`config.mk`:
```
export PLATFORM = sky130hd
export DESIGN_NAME = pipe_stage_reg
export DESIGN_NICKNAME = d
export VERILOG_FILES = /design/src/rtl/pipe_stage_reg.sv
export SDC_FILE = /design/constraint.sdc
export NUM_CORES = 1
export LEC_CHECK = 0
export CAP_MARGIN = 0
export CORE_ASPECT_RATIO = 0.8
export CORE_MARGIN = 3
export CORE_UTILIZATION = 40
export CTS_CLUSTER_SIZE = 30
export DETAILED_ROUTE_END_ITERATION = 8
export GPL_TIMING_DRIVEN = 0
export PLACE_DENSITY = 0.8
export SLEW_MARGIN = 20
export SYNTH_ARGS = -nofsm -noshare
export SYNTH_HDL_FRONTEND = slang
export SYNTH_SLANG_ARGS = --single-unit
```
`constraint.sdc`:
```
create_clock -name clk -period 8.4 [get_ports clk]
set_clock_uncertainty 0.15 [all_clocks]
set_input_delay 1.68 -clock clk [delete_from_list [all_inputs] [get_ports clk]]
set_output_delay 1.68 -clock clk [all_outputs]
set_load 0.005 [all_outputs]
```
`src/rtl/pipe_stage_reg.sv`:
```
// Pipeline stage register carrying payload/PC/Tnew/exception/BD with
// flush > stall > bubble > load priority and saturating stall/bubble counters.
module pipe_stage_reg #(
  parameter int DATA_W = 128,
  parameter int TNEW_W = 2,
  parameter int EXC_W  = 5,
  parameter int CNT_W  = 16
) (
  input  logic              clk,
  input  logic              reset,
  input  logic              flush,
  input  logic              stall,
  input  logic              bubble,
  input  logic              in_valid,
  input  logic [DATA_W-1:0] in_payload,
  input  logic [31:0]       in_pc,
  input  logic [TNEW_W-1:0] in_tnew,
  input  logic [EXC_W-1:0]  in_exc,
  input  logic [EXC_W-1:0]  local_exc,
  input  logic              in_bd,
  output logic              out_valid,
  output logic [DATA_W-1:0] out_payload,
  output logic [31:0]       out_pc,
  output logic [TNEW_W-1:0] out_tnew,
  output logic [EXC_W-1:0]  out_exc,
  output logic              out_bd,
  output logic [CNT_W-1:0]  out_bubble_cnt,
  output logic [CNT_W-1:0]  out_stall_cnt
);

  logic              valid_q, valid_d;
  logic [DATA_W-1:0] payload_q, payload_d;
  logic [31:0]       pc_q, pc_d;
  logic [TNEW_W-1:0] tnew_q, tnew_d;
  logic [EXC_W-1:0]  exc_q, exc_d;
  logic              bd_q, bd_d;
  logic [CNT_W-1:0]  bcnt_q, bcnt_d;
  logic [CNT_W-1:0]  scnt_q, scnt_d;

  always_comb begin
    valid_d   = valid_q;
    payload_d = payload_q;
    pc_d      = pc_q;
    tnew_d    = tnew_q;
    exc_d     = exc_q;
    bd_d      = bd_q;
    bcnt_d    = bcnt_q;
    scnt_d    = scnt_q;
    if (flush) begin
      valid_d   = 1'b0;
      payload_d = '0;
      pc_d      = '0;
      tnew_d    = '0;
      exc_d     = '0;
      bd_d      = 1'b0;
    end else if (stall) begin
      if (scnt_q != {CNT_W{1'b1}}) scnt_d = scnt_q + {{(CNT_W-1){1'b0}}, 1'b1};
    end else if (bubble) begin
      // NOP inserted, but PC/BD follow the upstream slot for EPC reporting
      valid_d   = 1'b0;
      payload_d = '0;
      tnew_d    = '0;
      exc_d     = '0;
      pc_d      = in_pc;
      bd_d      = in_bd;
      if (bcnt_q != {CNT_W{1'b1}}) bcnt_d = bcnt_q + {{(CNT_W-1){1'b0}}, 1'b1};
    end else begin
      valid_d   = in_valid;
      payload_d = in_payload;
      pc_d      = in_pc;
      bd_d      = in_bd;
      tnew_d    = '0;
      exc_d     = '0;
      if (in_valid) begin
        if (in_tnew != '0) tnew_d = in_tnew - {{(TNEW_W-1){1'b0}}, 1'b1};
        exc_d = (in_exc != '0) ? in_exc : local_exc;
      end
    end
  end

  always_ff @(posedge clk or posedge reset) begin
    if (reset) begin
      valid_q   <= 1'b0;
      payload_q <= '0;
      pc_q      <= '0;
      tnew_q    <= '0;
      exc_q     <= '0;
      bd_q      <= 1'b0;
      bcnt_q    <= '0;
      scnt_q    <= '0;
    end else begin
      valid_q   <= valid_d;
      payload_q <= payload_d;
      pc_q      <= pc_d;
      tnew_q    <= tnew_d;
      exc_q     <= exc_d;
      bd_q      <= bd_d;
      bcnt_q    <= bcnt_d;
      scnt_q    <= scnt_d;
    end
  end

  assign out_valid      = valid_q;
  assign out_payload    = payload_q;
  assign out_pc         = pc_q;
  assign out_tnew       = tnew_q;
  assign out_exc        = exc_q;
  assign out_bd         = bd_q;
  assign out_bubble_cnt = bcnt_q;
  assign out_stall_cnt  = scnt_q;

endmodule

```
==> flow_summary.ini, run 1 <==
[setup_path]
slowest_stage = nor3_1
max_stage_delay_ps = 610
r2r-start = out_stall_cnt[0]
path_max_fanout = 10
rrSetupSlack_ps = 5970
worstPathCellList = clkdlybuf4s50_1 -> nor3_1 -> clkbuf_1 -> clkbuf_1 -> a22o_1
crit_type = input port to register
arrival_ps = 3940
critPathMostFrequentCell = clkbuf_1
crit_start = bubble
critical_path.endpoint_type = register
cp.required_ps = 8670
start_kind = input port

[route]
met1_length_um = 9710
drc_errors = 0
drt-wirelength-per-cell_um = 20.2
top_layer = met5
wl_met3_um = 2420
vias = 6455
ant_nets = 0
drt_pass1_iterations = 4
drt_wl_total_um = 25200
avgViaCountPerCell = 5.18
wl_met2_um = 12500
drt_iter0_drc = 314

[cells_and_area]
layout-drive-gt1-share_pct = 4.83
finalNonFillerCells = 1246
fill_cells = 1400
fin_nets = 1159
areaGrowthSynthToFinish_pct = 62.4
fin_area_um2 = 12500
mostFrequentLayoutCells = clkdlybuf4s50_1, dfrtp_1, a22o_1, nor2_1, clkbuf_1
diodes = 0
final_common_cell = clkdlybuf4s50_1

[sta]
slew_headroom_pct = 42.7
period_minus_slack_ps = 3670
rsz0062_at_grt = no
worst_pin_slew_ps = 853
max_freq_mhz = 273
fin_setup_tns_ps = 0
finalSetupViolCount = 0
final_hold_viol_count = 0
period_share_pct = 43.7
slew_viol_final = 0

[global_routing]
grt_pass1_vias = 6606
grt_usage_pct = 23.1
grt_pass1_wl_um = 38100
overflow = 0
grt_max_degree = 104
antenna_found_initial = 1

[clocking]
cts.clk_slew.worst_paths_ps = 60
clock-sinks = 201
cts-root-buf = clkbuf_16
htreeDepth = 1
insertion_delay_ps = 490
post_cts_buffers = 0
cts_resized = 0
clockBufferDepth = 3
cts_buffers = 21
ctsHoldBuffers = 0
cts_tree = done

[synthesis]
synth_cell_types = 39
synth_seq_cells = 201
synth_area_per_cell_um2 = 13.3
synth_top_area_share_pct = 65.4
synth_edf_count = 0
synth_nets = 758
synthCells = 577
syn_area_um2 = 7690
synthArstFlopShare_pct = 100
synth_flop_cell = dfrtp_1
yosysSeqAreaShare_pct = 65.4
yosys-top-cells-area = dfrtp_1, a22o_1, mux2i_1
yosysWarningCount = 0
yosysTopAreaCell = dfrtp_1

[power]
power_frac_seq_pct = 46.3
intPower_mw = 1.77
p_per_area_nw_per_um2 = 188
combPwrFrac_pct = 15.5
clockPowerShare_pct = 38.2
switching_share_pct = 24.4
p_leak_nw = 5.60
p_switching_mw = 0.572
vdd_drop_max_uv = 150

[min_path]
hp-class = register to register
hold_start = out_tnew[1]

[die]
ios = 380
die_w_um = 161
design.die.area_um2 = 20900
core.rowCount = 44
start_util_pct = 41.6
die_h_um = 130
fp.coreArea_um2 = 18500

[placed_design]
dp_hpwl_um = 19000
dp.cells = 1208
port_buffers = 377
gp_congestion = 0.845
dpl_cell_area_um2 = 11800

[job]
drv_cap = 0

[run_status]
outcome = complete, no violations
layout make-up:
| cell class | count | area, µm² | share of cell area [%] |
|---|---|---|---|
| multi-input cells | 332 | 2470 | 19.8 |
| plain buffers | 40 | 169 | 1.35 |
| well taps | 253 | 317 | 2.54 |
| repair buffers | 378 | 3800 | 30.5 |
| flip-flops and latches | 201 | 5030 | 40.3 |
| clock inverters | 6 | 33.8 | 0.271 |
| clock buffers | 32 | 637 | 5.10 |
| inverters | 4 | 22.5 | 0.180 |
worst paths after layout:
path | end | cells past startpoint
hold reg to reg | out_tnew[1] | 2
hold / removal | out_tnew[1] | 2
setup reg to reg | out_stall_cnt[1] | 5
setup / recovery | out_payload[87] | 5
max in group asynchronous | out_payload[53] | 3
min in group asynchronous | out_pc[12] | 2
Yosys cell counts, drive strengths merged (5+ instances only):
cell / count
a22o: 128
o21ai: 9
nand2: 21
nand3: 7
nand4: 8
clkbuf: 31
xor2: 22
mux2i: 33
dfrtp: 201
nor4: 5
nor3: 14
a21oi: 9
nor2: 40
buf: 9
state kept, by name, summed over array words and instances, names as in the netlist:
register	flops
out_bd	1
out_valid	1
out_tnew	2
out_stall_cnt	16
out_exc	5
out_payload	128
out_bubble_cnt	16
out_pc	32
power by group through the flow:
stage | clock network [mW] | registers, mW | logic (mW)
floorplan | 0 | 1.10 | 0.109
global placement | 0 | 1.10 | 0.357
detailed placement | 0 | 1.10 | 0.367
CTS | 0.919 | 1.09 | 0.368
global route | 0.958 | 1.10 | 0.393
finish | 0.896 | 1.09 | 0.363
stage by stage:
stage / hold slack [ps] / setup WS [ps] / utilization [%] / total power, mW
global route: 358 / 4610 / 67.5 / 2.45
detailed placement: 317 / 4240 / 63.9 / 1.47
CTS: 338 / 4730 / 67.5 / 2.37
floorplan: 321 / 1090 / - / 1.21
finish: 336 / 4730 / 67.5 / 2.35
global placement: 314 / -1470 / 63.7 / 1.46
logic make-up (layout without fill, tap and decap cells):
kind of cell	count (synthesis)	in the layout	share of synthesized area, %
AOI/OAI and AO/OA	152	152	16.4
DFF	201	201	65.4
xor gates and xnor gates	26	26	2.96
buffers and inverters	44	460	2.39
adders and majority gates	2	2	0.325
muxes	37	37	4.88
and+or+nand+nor	115	115	7.62
worst max-delay path, delay by kind of cell:
| family | cells | cell delay [ps] |
|---|---|---|
| AOI/OAI and AO/OA | 1 | 230 |
| buffers and inverters | 3 | 1410 |
| and+or+nand+nor | 1 | 610 |
layer usage:
| layer | vias to the layer above | GRT usage [%] |
|---|---|---|
| met5 | - | 0 |
| met4 | 2 | 5.67 |
| met3 | 40 | 8.35 |
| met2 | 279 | 39.7 |
| met1 | 3193 | 28.3 |
| li1 | 2941 | - |
No activity file was read; power rests on OpenSTA's default activity.
==> inputs of run 2 (changes only) <==
--- a/config.mk
+++ b/config.mk
@@ -8,11 +8,11 @@
 export CAP_MARGIN = 0
 export CORE_ASPECT_RATIO = 0.8
 export CORE_MARGIN = 3
-export CORE_UTILIZATION = 40
+export CORE_UTILIZATION = 37
 export CTS_CLUSTER_SIZE = 30
 export DETAILED_ROUTE_END_ITERATION = 8
 export GPL_TIMING_DRIVEN = 0
-export PLACE_DENSITY = 0.8
+export PLACE_DENSITY = 0.78
 export SLEW_MARGIN = 20
 export SYNTH_ARGS = -nofsm -noshare
 export SYNTH_HDL_FRONTEND = slang
==> constraint.sdc (replaced) <==
create_clock -name clk -period 3 [get_ports clk]
set_clock_uncertainty 0.15 [all_clocks]
set_input_delay 0.6 -clock clk [delete_from_list [all_inputs] [get_ports clk]]
set_output_delay 0.6 -clock clk [all_outputs]
set_load 0.005 [all_outputs]
==> flow_summary.ini, run 2 (same netlist as run 1, synthesis figures left out) <==
[placed_design]
dp_hpwl_um = 19400
port_buffers = 377
gp_congestion = 0.841
dpl_cell_area_um2 = 11900

[global_routing]
grt_usage_pct = 21.5
grt_pass1_wl_um = 38500
antenna_found_initial = 1
grt_max_degree = 32
grt_pass1_vias = 6615
overflow = 0

[route]
vias = 6499
ant_nets = 0
drt_pass1_iterations = 4
drt-wirelength-per-cell_um = 20.1
drc_errors = 0
drt_wl_total_um = 25400
drt_iter0_drc = 281
avgViaCountPerCell = 5.15

[cells_and_area]
fin_area_um2 = 12600
final_common_cell = clkdlybuf4s50_1
fill_cells = 1591
fin_nets = 1165
mostFrequentLayoutCells = clkdlybuf4s50_1, dfrtp_1, a22o_1, nor2_1, clkbuf_1
largest_register_ffs = 128
areaGrowthSynthToFinish_pct = 63.9
multi_input_area_um2 = 2480
layout-drive-gt1-share_pct = 5.22
seq_area_um2 = 5030

[setup_path]
crit_type = input port to register
arrival_ps = 2920
max_stage_delay_ps = 610
cp_num_buf_inv = 3
path_max_fanout = 10
start_kind = input port
critPathMostFrequentCell = clkbuf_1
critical_path.endpoint_type = register
worstPathCellList = clkdlybuf4s50_1 -> nor3_2 -> clkbuf_1 -> clkbuf_1 -> a22o_1
cp_top_family = buffers and inverters
slowest_stage = clkbuf_1
cp.required_ps = 3270

[sta]
slew_viol_final = 0
max_freq_mhz = 377
rsz0062_at_grt = no
finalSetupViolCount = 0
final_hold_viol_count = 0
period_share_pct = 88.5
slew_headroom_pct = 40.4
hold-worst-slack_ps = 165
fin_setup_tns_ps = 0
period_minus_slack_ps = 2660
worst_pin_slew_ps = 887

[clocking]
clockBufferDepth = 3
cts_buffers = 21
htreeDepth = 1
cts-root-buf = clkbuf_16
clock-sinks = 201
post_cts_buffers = 0
insertion_delay_ps = 490
cts.clk_slew.worst_paths_ps = 60
cts_tree = done

[power]
p_per_area_nw_per_um2 = 522
p_total_mw = 6.57
p_leak_nw = 5.64
combPwrFrac_pct = 15.6
power_frac_seq_pct = 46.4
vdd_drop_max_uv = 334
p_switching_mw = 1.61
switching_share_pct = 24.5
clockPowerShare_pct = 37.9
intPower_mw = 4.96

[die]
die_w_um = 167
start_util_pct = 38.3
core.rowCount = 46
die_h_um = 135
fp.coreArea_um2 = 20100
design.die.area_um2 = 22600
ios = 380

[job]
drv_cap = 0

[min_path]
hp-class = input port to register

[run_status]
outcome = complete, no violations
-- run 2: power groups by stage --
stage               clock [mW]  sequential (mW)  combinational [mW]
floorplan                    0             3.08               0.307
global placement             0             3.09               0.998
detailed placement           0             3.09                1.04
CTS                       2.55             3.05                1.04
global route              2.65             3.07                1.10
finish                    2.49             3.05                1.03
-- run 2: final cells by class --
cell class / instances / area share [%]
Clock buffer: 29 / 4.65
Antenna cell: 1 / 0.0199
Tap cell: 264 / 2.62
Buffer: 40 / 1.34
Inverter: 4 / 0.149
Clock inverter: 7 / 0.477
Sequential cell: 201 / 39.9
Timing Repair Buffer: 384 / 31.1
Multi-Input combinational cell: 332 / 19.7
-- run 2: worst reg2reg max path, cell delays in order, from the launching register on --
cell	delay [ps]
dfrtp_1	460
ha_1	300
nand2_1	140
nor4_2	750
a21boi_2	200
mux2_2	320
-- run 2: timing repair --
action	in CTS	in global routing
hold buffers	0	0
endpoints found under the hold margin	0	0
resized for setup	0	1
setup endpoints to repair	0	6
-- run 2: stage by stage --
stage,std cells,util [%],setup slack (ps)
after floorplan,577,-,-352
after global placement,1218,58.7,-1970
after detailed placement,1225,59.5,-471
after CTS,1261,62.7,28.1
after global routing,1262,62.7,220
final,1262,62.7,344
-- run 2: layer usage --
layer / track usage, % / vias up / wire length (µm)
li1: - / 2945 / -
met1: 26.8 / 3215 / 10100
met2: 37.3 / 296 / 12700
met3: 6.15 / 43 / 1910
met4: 5.77 / 0 / 667
met5: 0 / - / 0
-- run 2: final timing paths --
| check | slack, ps | from | endpoint | cells past startpoint |
|---|---|---|---|---|
| min reg2reg | 340 | out_exc[4] | out_exc[4] | 2 |
| max reg2reg | 560 | out_stall_cnt[0] | out_stall_cnt[1] | 5 |
| max | 340 | bubble | out_payload[91] | 5 |
| min in group asynchronous | 350 | reset | out_pc[10] | 2 |
| min | 160 | flush | out_pc[7] | 2 |
| max in group asynchronous | 1160 | reset | out_exc[3] | 6 |
==> inputs of run 3 (changes only) <==
--- a/config.mk
+++ b/config.mk
@@ -7,7 +7,6 @@
 export LEC_CHECK = 0
 export CAP_MARGIN = 0
 export CORE_ASPECT_RATIO = 0.8
-export CORE_MARGIN = 3
 export CORE_UTILIZATION = 37
 export CTS_CLUSTER_SIZE = 30
 export DETAILED_ROUTE_END_ITERATION = 8
@@ -17,3 +16,4 @@
 export SYNTH_ARGS = -nofsm -noshare
 export SYNTH_HDL_FRONTEND = slang
 export SYNTH_SLANG_ARGS = --single-unit
+export TNS_END_PERCENT = 10
==> flow_summary.ini, run 3 (same netlist as run 1, synthesis figures left out) <==
[power]
p_per_area_nw_per_um2 = 542
p_total_mw = 6.85
power_frac_seq_pct = 44.5
vdd_drop_max_uv = 344
p_leak_nw = 5.66
p_switching_mw = 1.57
combPwrFrac_pct = 14.9
clockPowerShare_pct = 40.6
intPower_mw = 5.28
switching_share_pct = 22.9

[sta]
hold-worst-slack_ps = 179
slew_viol_final = 0
finalSetupViolCount = 0
period_minus_slack_ps = 2760
rsz0062_at_grt = no
slew_headroom_pct = 41.3
fin_setup_tns_ps = 0
max_freq_mhz = 363
final_hold_viol_count = 0
period_share_pct = 91.9
worst_pin_slew_ps = 874

[setup_path]
slowest_stage = nor3_1
path_max_fanout = 10
arrival_ps = 3020
cp.required_ps = 3260
critPathMostFrequentCell = clkbuf_1
worstPathCellList = clkdlybuf4s50_1 -> nor3_1 -> clkbuf_1 -> clkbuf_1 -> a22o_1
critical_path.endpoint_type = register
max_stage_delay_ps = 720
cp_num_buf_inv = 3
crit_type = input port to register
start_kind = input port
cp_top_family = buffers and inverters

[route]
drt-wirelength-per-cell_um = 19.0
avgViaCountPerCell = 5.05
drt_iter0_drc = 343
drt_pass1_iterations = 4
drc_errors = 0
ant_nets = 0
vias = 6343
drt_wl_total_um = 23800

[die]
die_h_um = 131
core.rowCount = 46
ios = 380
fp.coreArea_um2 = 20100
design.die.area_um2 = 21400
die_w_um = 163
start_util_pct = 38.3

[clocking]
clockBufferDepth = 3
cts_resized = 0
insertion_delay_ps = 480
clock-sinks = 201
cts_buffers = 21
cts_tree = done
ctsHoldBuffers = 0
cts-root-buf = clkbuf_16
cts.clk_slew.worst_paths_ps = 60
htreeDepth = 1
post_cts_buffers = 0

[placed_design]
port_buffers = 377
dp.cells = 1224
dp_hpwl_um = 18300
gp_congestion = 0.820

[global_routing]
antenna_found_initial = 0
grt_max_degree = 36
met3_usage_pct = 6.50
grt.busiest_layer = met2
overflow = 0
grt_pass1_wl_um = 34800
use_met2_pct = 36.4
grt_usage_pct = 21.1
met1_usage_pct = 25.8
grt_pass1_vias = 6276

[cells_and_area]
areaGrowthSynthToFinish_pct = 64.5
multi_input_area_um2 = 2470
fin_util_pct = 63.0
largest_register_ffs = 128
seq_area_um2 = 5030
fill_cells = 1573
finalNonFillerCells = 1256
mostFrequentLayoutCells = clkdlybuf4s50_1, dfrtp_1, a22o_1, nor2_1, mux2i_1
final_common_cell = clkdlybuf4s50_1
diodes = 0
fin_nets = 1164
layout-drive-gt1-share_pct = 5.04

[job]
drv_cap = 0

[min_path]
hp-class = input port to register

[run_status]
outcome = complete, no violations
-- run 3: power by group through the flow --
stage               Combinational [mW]  Sequential, mW  Clock [mW]
floorplan                        0.307            3.08           0
global route                      1.10            3.07        2.96
global placement                 0.991            3.09           0
detailed placement                1.03            3.09           0
CTS                               1.04            3.05        2.85
finish                            1.02            3.05        2.78
-- run 3: layer usage --
layer	vias to the layer above	wire (µm)
li1	2937	-
met1	3099	9450
met2	274	11700
met3	33	2070
met4	0	567
met5	-	0
-- run 3: layout make-up --
| cell class | count | area share, % |
|---|---|---|
| flip-flops and latches | 201 | 39.8 |
| clock inverters | 7 | 1.27 |
| multi-input cells | 332 | 19.6 |
| clock buffers | 25 | 4.51 |
| well taps | 264 | 2.61 |
| repair buffers | 383 | 30.8 |
| inverters | 4 | 0.148 |
| plain buffers | 40 | 1.34 |
-- run 3: worst paths after layout --
kind,startpoint,cells after the start,end,slack (ps)
max,bubble,5,out_payload[76],240
min,flush,2,out_pc[6],180
max reg2reg,out_stall_cnt[0],5,out_stall_cnt[1],560
min reg2reg,out_exc[0],2,out_exc[0],330
max in group asynchronous,reset,5,out_payload[0],1270
min in group asynchronous,reset,2,out_pc[3],400
-- run 3: stage by stage --
step | setup slack [ps] | instance area (µm²)
after global routing | 173 | 12600
after global placement | -1920 | 11800
after CTS | 195 | 12600
after detailed placement | -288 | 11900
after floorplan | -352 | 7690
final | 242 | 12600
